===== config.mk =====
export PLATFORM = sky130hd
export DESIGN_NAME = upper_uart_tx
export DESIGN_NICKNAME = d
export VERILOG_FILES = /design/src/rtl/upper_uart_tx.sv
export SDC_FILE = /design/constraint.sdc
export NUM_CORES = 1
export LEC_CHECK = 0
export BUFFER_PORTS_ARGS = -buffer_cell sky130_fd_sc_hd__buf_2
export CORE_UTILIZATION = 30
export CTS_CLUSTER_DIAMETER = 40
export CTS_CLUSTER_SIZE = 40
export DETAILED_ROUTE_END_ITERATION = 8
export GPL_TIMING_DRIVEN = 0
export SYNTH_ARGS = -nofsm -noshare
export SYNTH_HDL_FRONTEND = slang
export SYNTH_SLANG_ARGS = --single-unit

===== constraint.sdc =====
create_clock -name clk -period 2.8 [get_ports clk]
set_input_delay 0.28 -clock clk [delete_from_list [all_inputs] [get_ports clk]]
set_output_delay 0.28 -clock clk [all_outputs]
set_load 0.02 [all_outputs]

===== src/rtl/upper_uart_tx.sv =====
`default_nettype none
// ============================================================================
// Module  : upper_uart_tx
// Brief   : Byte FIFO feeding a UART 8N1 transmitter (LSB first, back-to-back)
// Rev     : 1.0  initial release
// ============================================================================
module upper_uart_tx #(
  parameter int CLKS_PER_BIT = 16,
  parameter int FIFO_AW      = 2
) (
  input  logic               clk,
  input  logic               rst,
  input  logic [7:0]         in_data,
  input  logic               in_valid,
  output logic               in_ready,
  output logic               tx,
  output logic               busy,
  output logic [FIFO_AW:0]   fifo_count
);

  localparam int DEPTH = 2 ** FIFO_AW;
  localparam int BW    = (CLKS_PER_BIT > 2) ? $clog2(CLKS_PER_BIT) : 1;
  localparam logic [BW-1:0]    BAUD_LAST  = BW'(CLKS_PER_BIT - 1);
  localparam logic [FIFO_AW:0] FULL_COUNT = (FIFO_AW + 1)'(DEPTH);

  typedef enum logic [1:0] {
    IDLE  = 2'd0,
    START = 2'd1,
    DATA  = 2'd2,
    STOP  = 2'd3
  } state_t;

  state_t               state, state_n;
  logic [BW-1:0]        baud_cnt, baud_cnt_n;
  logic [2:0]           bit_idx, bit_idx_n;
  logic [7:0]           shift, shift_n;
  logic                 tx_n;
  logic                 baud_last;
  logic                 push, pop;
  logic                 fifo_nonempty;
  logic [7:0]           mem [DEPTH];
  logic [FIFO_AW-1:0]   wr_ptr, rd_ptr;

  assign in_ready      = (fifo_count != FULL_COUNT);
  assign fifo_nonempty = (fifo_count != '0);
  assign push          = in_valid & in_ready;
  assign baud_last     = (baud_cnt == BAUD_LAST);
  assign busy          = (state != IDLE) | fifo_nonempty;

  // Storage has no reset; validity is tracked by the count and pointers.
  always_ff @(posedge clk) begin
    if (push) begin
      mem[wr_ptr] <= in_data;
    end
  end

  always_ff @(posedge clk or posedge rst) begin
    if (rst) begin
      wr_ptr     <= '0;
      rd_ptr     <= '0;
      fifo_count <= '0;
    end else begin
      if (push) begin
        wr_ptr <= wr_ptr + 1'b1;
      end
      if (pop) begin
        rd_ptr <= rd_ptr + 1'b1;
      end
      case ({push, pop})
        2'b10:   fifo_count <= fifo_count + 1'b1;
        2'b01:   fifo_count <= fifo_count - 1'b1;
        default: fifo_count <= fifo_count;
      endcase
    end
  end

  always_ff @(posedge clk or posedge rst) begin
    if (rst) begin
      state    <= IDLE;
      baud_cnt <= '0;
      bit_idx  <= '0;
      shift    <= '0;
      tx       <= 1'b1;
    end else begin
      state    <= state_n;
      baud_cnt <= baud_cnt_n;
      bit_idx  <= bit_idx_n;
      shift    <= shift_n;
      tx       <= tx_n;
    end
  end

  always_comb begin
    state_n    = state;
    baud_cnt_n = baud_cnt;
    bit_idx_n  = bit_idx;
    shift_n    = shift;
    pop        = 1'b0;
    tx_n       = 1'b1;

    if (state != IDLE) begin
      baud_cnt_n = baud_last ? '0 : baud_cnt + BW'(1);
    end

    case (state)
      IDLE: begin
        if (fifo_nonempty) begin
          pop        = 1'b1;
          shift_n    = mem[rd_ptr];
          baud_cnt_n = '0;
          state_n    = START;
        end
      end
      START: begin
        if (baud_last) begin
          bit_idx_n = '0;
          state_n   = DATA;
        end
      end
      DATA: begin
        if (baud_last) begin
          shift_n = {1'b0, shift[7:1]};
          if (bit_idx == 3'd7) begin
            state_n = STOP;
          end else begin
            bit_idx_n = bit_idx + 3'd1;
          end
        end
      end
      STOP: begin
        // Reload straight from the stop bit so queued bytes leave with no idle gap.
        if (baud_last) begin
          if (fifo_nonempty) begin
            pop     = 1'b1;
            shift_n = mem[rd_ptr];
            state_n = START;
          end else begin
            state_n = IDLE;
          end
        end
      end
      default: state_n = IDLE;
    endcase

    case (state_n)
      START:   tx_n = 1'b0;
      DATA:    tx_n = shift_n[0];
      default: tx_n = 1'b1;
    endcase
  end

endmodule
`default_nettype wire

==> flow_summary.ini, run 1 <==
[status]
run_status = finished, final reports clean

[placement]
port-buffer-count = 16
place.gp.congestion = 0.737
dp.final_hpwl_um = 3140

[floorplanning]
die_area_um2 = 9510
die_width_um = 97.5
floorplan.die.height_um = 97.5
num_io_pins = 17
row_count = 34
starting_density_of_the_core = 0.312
core-area_um2 = 8760

[power_and_ir_drop]
power_report.internal_total_mw = 1.77
switching_part_of_the_total = 0.268
power.share.combinational = 0.163
power_density_nw_per_um2 = 759
share_clk_of_total_power = 0.384
leakagePower_nw = 1.32
sequentialPowerShare = 0.452
switchingPower_uw = 651
power.ir.vdd_worst_mv = 0.515

[detailed_routing]
vias_per_cell = 4.78
first_iter_violations = 117
route.antenna.remaining_nets = 0
wl_per_cell_um = 13.8
routed.top_layer = met4
drc = 0
dr_wl_met2_um = 2290
wl_met3_um = 109
routed_wl_um = 4710
detail_route.wirelength.met1_um = 2230
detail_route.first_pass.iterations = 4
vias = 1635

[final_layout]
drive_gt1_frac = 0.214
antenna_cells = 0
area.growth.synth_to_final_pct = 16.7
design.final.nets = 254

[synth]
yosys.cell_types.count = 44
synth_cells = 202
ys_seq_area_frac = 0.580
syn_area_um2 = 2740
synth.yosys.warnings = 0
register_bit_count_reported_by_yosys = 57
cell_type_with_the_largest_total_area_after_synthesis = edfxtp_1
ys_top_cells_by_count = 32 x edfxtp_1, 24 x dfrtp_1, 16 x nand2_1, 16 x o21ai_0
synth.top_cells.by_area = edfxtp_1 35%, dfrtp_1 22%, ha_1 5.9%
synth.most_common_cell = edfxtp_1
synth_flop_cell = edfxtp_1
synth_enable_flop_cells = 32
synth_largest_type_area_fraction = 0.351
synthArstFlopShare = 0.439
synth.net_count = 227
synth.avg_cell_area_um2 = 13.5

[worst_setup_path]
slowest_delay_ns = 0.42
cp_slowest_cell = dfrtp_1
crit-reg2reg-capture = fifo_count[2]
worstSetupEndpoint = fifo_count[2]
rr_startpoint = baud_cnt[0]
cp.required_ns = 3.05
r2r_cells = 11
worstSetupPathDepth = 11
reg2reg_slack_ns = 0.26
timing.critical_path.buf_inv = 2
timing.critical_path.from = baud_cnt[0]
arrival_ns = 2.79
critical_path_peak_fanout = 9
worst_setup_path_end_kind = flop
crit_family = adder cells
critical_path.startpoint_type = flop
crit_path_cell_trace = ha_1 > and3_1 > buf_4 > a21oi_4 > nor3_2 > ha_1 > inv_1 > fa_1 > xor2_1 > nor2_1 > xor2_1
worst_setup_path_type = flop to flop

[clock_network]
cts.htree.levels = 3
holdBufCountCts = 0
clk_transition_reported_paths_ns = 0.07
number_of_buffers_inserted_by_post_cts_setup_repair = 0
clk_path_buf_depth = 2
clock_sinks = 57
tritoncts = yes
clk-insertion-delay-late_ns = 0.33
cts.repair.resized = 0
clock-root-buffer = clkbuf_8
cts_made_buffers = 9

[timing]
rsz_0062_raised_after_global_routing = no
max_freq_mhz = 393
finalSetupViolations = 0
worst_slew_margin_rel = 0.326
final_worst_path_period_share = 0.908
fin_worst_hold_slack_ns = 0.161
report.final.slew_viol_count = 0
tightest_slew_ns = 1.01
final.setup.tns_ns = 0
finClkSkew_ns = 0.00932
post-route-min-period_ns = 2.54
timing.final.hold_violations = 0

[global_route]
antenna_found_initial = 0
grt.overflow.total = 0
grt_start_max_net_pins = 26
grt_util_all_layers = 0.110
grt_pass1_wl_um = 8100
grt_pass1_vias = 1631

[run]
cap_viol_max_count = 0

[hold_path]
hp-class = primary input to flop
count_of_cells_along_the_worst_hold_path = 1
worst min-delay path by stage:
stage / start / to / slack [ns]
finish: in_data[3] / mem[0][3] / 0.16
global route: in_data[5] / mem[0][5] / 0.14
CTS: in_data[3] / mem[0][3] / 0.14
detailed placement: in_data[7] / mem[1][7] / 0.50
global placement: in_data[4] / mem[0][4] / 0.49
floorplan: rst / baud_cnt[0] / 0.31
registers in the layout, summed over array words and instances, names as in the netlist:
register and flops:
tx 1, shift 8, fifo_count 3, rd_ptr 2, mem 32, state 2
bit_idx 3, wr_ptr 2, baud_cnt 4
cells by family (layout without fill, tap and decap cells):
logic type,after synthesis,after routing,synth area share
buffers and inverters,21,53,0.0334
XOR/XNOR,6,6,0.0192
multiplexers,16,16,0.0997
AO/OA/AOI/OAI,41,41,0.113
adder cells (fa/ha/maj),14,14,0.0668
AND/OR/NAND/NOR,47,47,0.0878
flip-flops,57,57,0.580
placed cells by master, fill, tap and decap left out, drive strengths merged, types with 2 or more instances in the layout:
cell type,Yosys,routed
clkbuf,5,14
mux2i,7,7
edfxtp,32,32
o21ai,16,16
nor2,8,8
dfrtp,24,24
clkinv,0,2
inv,13,13
and3,5,5
xor2,3,3
nand2,16,16
mux4,8,8
o211ai,2,2
bufinv,0,3
nor3,5,5
buf,3,19
a21oi,4,4
clkinvlp,0,2
and2,3,3
nand3,6,6
ha,13,13
xnor2,3,3
a22o,10,10
a21o,2,2
per-layer routing:
metal	vias to the layer above	track usage
li1	805	-
met3	6	0.0281
met4	0	0.0611
met2	20	0.171
met1	804	0.140
met5	-	0
area by class of cell:
type / count / area [um^2]
Sequential cell: 57 / 1590
Clock buffer: 9 / 124
Tap cell: 108 / 135
Buffer: 8 / 42.5
Timing Repair Buffer: 16 / 80.1
Multi-Input combinational cell: 124 / 1060
Inverter: 13 / 48.8
Fill cell: 852 / 5570
Clock inverter: 7 / 119
through the flow:
stage                     power [mW]  setup WS [ns]  instances  area [um^2]  utilization
after floorplan                 1.40          0.518        202         2740            -
after global placement          1.51          0.302        326         2950        0.337
after detailed placement        1.52          0.287        326         2950        0.337
after CTS                       2.46          0.263        342         3190        0.365
after global routing            2.54        0.00564        342         3190        0.365
final                           2.42          0.258        342         3190        0.365
power groups by stage:
stage	clock (mW)	combinational, mW	sequential, mW
after floorplan	0	0.270	1.13
after detailed placement	0	0.404	1.12
after global placement	0	0.399	1.11
after CTS	0.953	0.407	1.10
after global routing	0.981	0.447	1.11
final	0.932	0.396	1.10
Power figures use the tool's default switching activity.
==> inputs of run 2 (changes only) <==
--- a/config.mk
+++ b/config.mk
@@ -11,6 +11,7 @@
 export CTS_CLUSTER_SIZE = 40
 export DETAILED_ROUTE_END_ITERATION = 8
 export GPL_TIMING_DRIVEN = 0
+export SETUP_SLACK_MARGIN = 0.3
 export SYNTH_ARGS = -nofsm -noshare
 export SYNTH_HDL_FRONTEND = slang
 export SYNTH_SLANG_ARGS = --single-unit
==> run 2 against run 1 <==
Compared with the run above: combinational power grew 1%; maximum frequency grew 8.9%; non-clock buffer count grew 10; critical endpoint unchanged; clock-buffer cell count is the same.
==> flow_summary.ini, run 2 (synthesized netlist as in run 1, its figures left out) <==
[hold_path]
hp-class = primary input to flop
count_of_cells_along_the_worst_hold_path = 1

[final_layout]
drive_gt1_frac = 0.266
area.growth.synth_to_final_pct = 20.8
final_area_um2 = 3300
largest_registers = mem (32), shift (8), baud_cnt (4)
mostFrequentLayoutCells = 32 x edfxtp_1, 24 x dfrtp_1, 17 x buf_2
largest_register_ffs = 32
multi_input_comb_area_um2 = 1090
layout.cells.most_common = edfxtp_1
antenna_cells = 0
design.final.nets = 264
layout.area.seq_um2 = 1590
largest-register = mem
fill_cells = 841
layoutNonFillerInstCount = 352

[clock_network]
tritoncts = yes
holdBufCountCts = 0
clock-root-buffer = clkbuf_8
clk_transition_reported_paths_ns = 0.07
cts_made_buffers = 9
cts.htree.levels = 3
clk-insertion-delay-late_ns = 0.33
clk_path_buf_depth = 2
clock_sinks = 57

[worst_setup_path]
worst_setup_path_end_kind = flop
worstSetupPathDepth = 11
critical_path.startpoint_type = flop
critPathMostFrequentCell = xor2_1
worst_setup_path_type = flop to flop
arrival_ns = 2.59
cp_slowest_cell = dfrtp_1
slowest_delay_ns = 0.44
cp.required_ns = 3.05
crit_path_cell_trace = ha_4 > and3_4 > buf_6 > a21oi_4 > nor3_4 > ha_2 > inv_1 > fa_2 > xor2_1 > nor2_1 > xor2_1
r2r_cells = 11
critical_path_peak_fanout = 5
timing.critical_path.buf_inv = 2
crit_family = adder cells

[timing]
smallest_setup_slack_after_layout_ns = 0.466
max_freq_mhz = 428
finalSetupViolations = 0
report.final.slew_viol_count = 0
final.setup.tns_ns = 0
tightest_slew_ns = 1.01
worst_slew_margin_rel = 0.325
rsz_0062_raised_after_global_routing = no
finClkSkew_ns = 0.00909
final_worst_path_period_share = 0.834
post-route-min-period_ns = 2.33
timing.final.hold_violations = 0
fin_worst_hold_slack_ns = 0.161

[floorplanning]
core-area_um2 = 8760
die_area_um2 = 9510
floorplan.die.height_um = 97.5
die_width_um = 97.5
num_io_pins = 17
starting_density_of_the_core = 0.312
row_count = 34

[placement]
dp.final_hpwl_um = 3140
dp_worst_setup_slack_ns = 0.287
place.gp.congestion = 0.737
place.detailed.instances = 326
postPlaceCellArea_um2 = 2950
port-buffer-count = 16

[detailed_routing]
vias = 1687
drc = 0
wl_per_cell_um = 13.6
first_iter_violations = 128
route.antenna.remaining_nets = 0
routed_wl_um = 4800
vias_per_cell = 4.79
detail_route.first_pass.iterations = 4

[global_route]
grt_pass1_vias = 1641
grt.overflow.total = 0
grt_pass1_wl_um = 8150
grt_start_max_net_pins = 26
antenna_found_initial = 0
grt_util_all_layers = 0.111

[power_and_ir_drop]
power.ir.vdd_worst_mv = 0.504
power_density_nw_per_um2 = 735
leakagePower_nw = 1.36

[run]
cap_viol_max_count = 0

[status]
run_status = finished, final reports clean
[run 2: changes by cell type in the layout (fill, tap and decap cells not counted)]
cell | before | now
buf_4 | 1 | 10
ha_1 | 13 | 10
ha_2 | 0 | 2
and3_1 | 5 | 4
and3_4 | 0 | 1
buf_6 | 1 | 2
fa_1 | 1 | 0
fa_2 | 0 | 1
ha_4 | 0 | 1
nor3_2 | 1 | 0
nor3_4 | 1 | 2
[run 2: final timing paths]
check                             from       endpoint  slack [ns]
min in group asynchronous          rst    baud_cnt[1]        0.18
min                         in_data[3]      mem[0][3]        0.16
min reg2reg                   shift[7]       shift[7]        0.53
max                        baud_cnt[1]  fifo_count[2]        0.47
max in group asynchronous          rst      rd_ptr[0]        1.99
max reg2reg                baud_cnt[1]  fifo_count[2]        0.47
[run 2: per-layer routing]
layer | vias up | share of wire | track usage | routed length (um)
met5 | - | 0 | 0 | 0
met4 | 0 | 0.017 | 0.0611 | 80
met3 | 6 | 0.020 | 0.0281 | 98
met2 | 16 | 0.49 | 0.173 | 2370
met1 | 838 | 0.47 | 0.140 | 2260
li1 | 827 | - | - | -
[run 2: power by group]
group | internal, mW | switching, mW
clock | 0.590 | 0.342
combinational | 0.157 | 0.244
sequential | 1.03 | 0.0668
[run 2: area by class of cell]
cell class	instances	share of cell area
flip-flops and latches	57	0.480
multi-input cells	124	0.329
repair buffers	26	0.0470
well taps	108	0.0409
clock buffers	9	0.0375
clock inverters	7	0.0360
inverters	13	0.0148
plain buffers	8	0.0140
[run 2: worst reg2reg max path, delay by kind of cell, from the launching register on]
kind	cells	cell delay, ns
adder cells (fa/ha/maj)	3	0.73
AND/OR/NAND/NOR	3	0.56
flip-flops	1	0.44
XOR/XNOR	2	0.29
buffers and inverters	2	0.16
AO/OA/AOI/OAI	1	0.07
[run 2: repair_timing]
item | 4_1_cts | 5_1_grt
buffers inserted | 0 | 10
setup endpoints to repair | 1 | 2
pin swaps | 0 | 5
gates resized for setup | 1 | 7
[run 2: per-stage QoR]
| step | total power, mW | util |
|---|---|---|
| after CTS | 2.46 | 0.365 |
| after global routing | 2.55 | 0.377 |
| after detailed placement | 1.52 | 0.337 |
| final | 2.43 | 0.377 |
| after global placement | 1.51 | 0.337 |
| after floorplan | 1.40 | - |
==> inputs of run 3 (changes only) <==
==> constraint.sdc (replaced) <==
create_clock -name clk -period 2 [get_ports clk]
set_input_delay 0.2 -clock clk [delete_from_list [all_inputs] [get_ports clk]]
set_output_delay 0.2 -clock clk [all_outputs]
set_load 0.02 [all_outputs]
==> run 3 against run 2 <==
Compared with the run above: the flow now finishes with violations (negative setup slack); flip-flop and latch count stayed put; total power rose by 38%; clock skew down 0.0016 ns; register-to-register slack worse by 0.50 ns; first-iteration DRC count is 47% lower; global-route usage up 0.77 points; sequential share of layout area fell by 2.4 points; worst hold slack got worse by 0.088 ns; design area up 5.6%; clock-buffer cell count did not move; critical endpoint unchanged; largest cell class unchanged.
==> flow_summary.ini, run 3 (synthesized netlist as in run 1, its figures left out) <==
[worst_setup_path]
cp.required_ns = 2.26
reg2reg_slack_ns = -0.03
timing.critical_path.buf_inv = 2
rr_startpoint = baud_cnt[1]
crit_path_cell_trace = ha_4 > and3_4 > buf_6 > a21oi_4 > nor3_4 > ha_4 > inv_2 > fa_2 > xor2_1 > nor2_1 > xor2_1
slowest_delay_ns = 0.40
r2r_cells = 11
critical_path_peak_fanout = 2
critical_path.startpoint_type = flop
crit-reg2reg-capture = fifo_count[2]
crit_family = adder cells
arrival_ns = 2.30
worst_setup_path_end_kind = flop
worst_setup_path_type = flop to flop
cp_slowest_cell = dfrtp_1

[timing]
timing.final.hold_violations = 0
report.final.slew_viol_count = 0
worst_slew_margin_rel = 0.321
max_freq_mhz = 492
finClkSkew_ns = 0.00745
finalSetupViolations = 1
smallest_setup_slack_after_layout_ns = -0.0335
final_worst_path_period_share = 1.02
post-route-min-period_ns = 2.03
rsz_0062_raised_after_global_routing = yes
tightest_slew_ns = 1.02

[final_layout]
mostFrequentLayoutCells = 32 x edfxtp_1, 21 x dfrtp_1, 20 x buf_4
area.growth.synth_to_final_pct = 27.5
design.final.nets = 277
final_area_um2 = 3490
layout.area.seq_um2 = 1590
largest-register = mem
multi_input_comb_area_um2 = 1150
antenna_cells = 0
largest_registers = mem (32), shift (8), baud_cnt (4)
drive_gt1_frac = 0.366
fill_cells = 812
layoutNonFillerInstCount = 365
layout.cells.most_common = edfxtp_1
largest_register_ffs = 32
final_util = 0.398

[detailed_routing]
vias_per_cell = 4.69
detail_route.first_pass.iterations = 4
vias = 1712
routed_wl_um = 5200
wl_per_cell_um = 14.2
route.antenna.remaining_nets = 0
first_iter_violations = 68
drc = 0

[power_and_ir_drop]
design_power_total_mw = 3.36
switchingPower_uw = 947
power_density_nw_per_um2 = 963
power.ir.vdd_worst_mv = 0.492
leakagePower_nw = 1.43
sequentialPowerShare = 0.459
power.share.combinational = 0.190
share_clk_of_total_power = 0.351
switching_part_of_the_total = 0.282
power_report.internal_total_mw = 2.41

[floorplanning]
starting_density_of_the_core = 0.312
core-area_um2 = 8760
num_io_pins = 17
die_area_um2 = 9510
die_width_um = 97.5
row_count = 34
floorplan.die.height_um = 97.5

[placement]
dp.final_hpwl_um = 3210
place.detailed.instances = 326
postPlaceCellArea_um2 = 2980
port-buffer-count = 16
place.gp.congestion = 0.738

[status]
run_status = complete, but fails checks
failed_checks = negative setup slack

[clock_network]
clock-root-buffer = clkbuf_8
clk_path_buf_depth = 2
clk-insertion-delay-late_ns = 0.33
cts.htree.levels = 3
cts_made_buffers = 9
tritoncts = yes
holdBufCountCts = 0
clk_transition_reported_paths_ns = 0.07
clock_sinks = 57

[run]
cap_viol_max_count = 0

[global_route]
grt_pass1_vias = 1783
grt_pass1_wl_um = 8630
grt_start_max_net_pins = 26
grt_util_all_layers = 0.118
antenna_found_initial = 0
grt.overflow.total = 0

[hold_path]
count_of_cells_along_the_worst_hold_path = 1
hold_path.startpoint = in_data[5]
endpoint_with_the_worst_hold_slack = mem[1][5]
hp-class = primary input to flop
-- run 3: cell types whose count changed in the layout (fill, tap and decap cells not counted), sizes merged --
cell | before | now
clkinvlp | 2 | 1
inv | 13 | 14
bufinv | 3 | 2
clkbuf | 14 | 13
clkinv | 2 | 3
buf | 29 | 43
-- run 3: through the flow --
stage / TNS (ns) / hold WS [ns] / setup WS (ns)
after CTS: -0.172 / 0.0509 / -0.153
after global routing: -0.156 / 0.0642 / -0.135
after global placement: -0.543 / 0.414 / -0.367
after floorplan: -0.221 / 0.227 / -0.194
after detailed placement: -0.584 / 0.414 / -0.382
final: -0.0335 / 0.0730 / -0.0335
-- run 3: layout make-up --
cell class,count,share of cell area
timing repair buffer,39,0.0757
buffer,8,0.0222
inverter,13,0.0140
sequential,57,0.456
tap,108,0.0387
clock inverter,7,0.0269
clock buffer,9,0.0355
multi-input combinational,124,0.331
-- run 3: timing repair --
action	4_1_cts	5_1_grt
setup endpoints to repair	13	13
hold endpoints to repair	0	0
gates resized for setup	21	14
setup buffers	14	9
pin swaps	7	4
-- run 3: power by group through the flow --
stage / registers (mW) / logic (mW) / clock network (mW)
finish: 1.54 / 0.637 / 1.18
global route: 1.57 / 0.715 / 1.26
CTS: 1.54 / 0.638 / 1.22
detailed placement: 1.56 / 0.583 / 0
global placement: 1.55 / 0.573 / 0
floorplan: 1.58 / 0.392 / 0
-- run 3: how the worst max path moves through the flow --
| stage | from | end | slack [ns] | cells after the start |
|---|---|---|---|---|
| floorplan | baud_cnt[0] | fifo_count[2] | -0.19 | 11 |
| global placement | baud_cnt[0] | fifo_count[2] | -0.37 | 11 |
| detailed placement | baud_cnt[0] | fifo_count[2] | -0.38 | 11 |
| CTS | baud_cnt[1] | fifo_count[2] | -0.15 | 11 |
| global route | baud_cnt[0] | fifo_count[2] | -0.13 | 11 |
| finish | baud_cnt[1] | fifo_count[2] | -0.03 | 11 |
-- run 3: routing by layer --
layer,GRT usage,vias to the layer above,routed length [um]
met1,0.138,831,2370
met3,0.0331,10,134
li1,-,851,-
met2,0.200,20,2610
met4,0.0577,0,85
met5,0,-,0
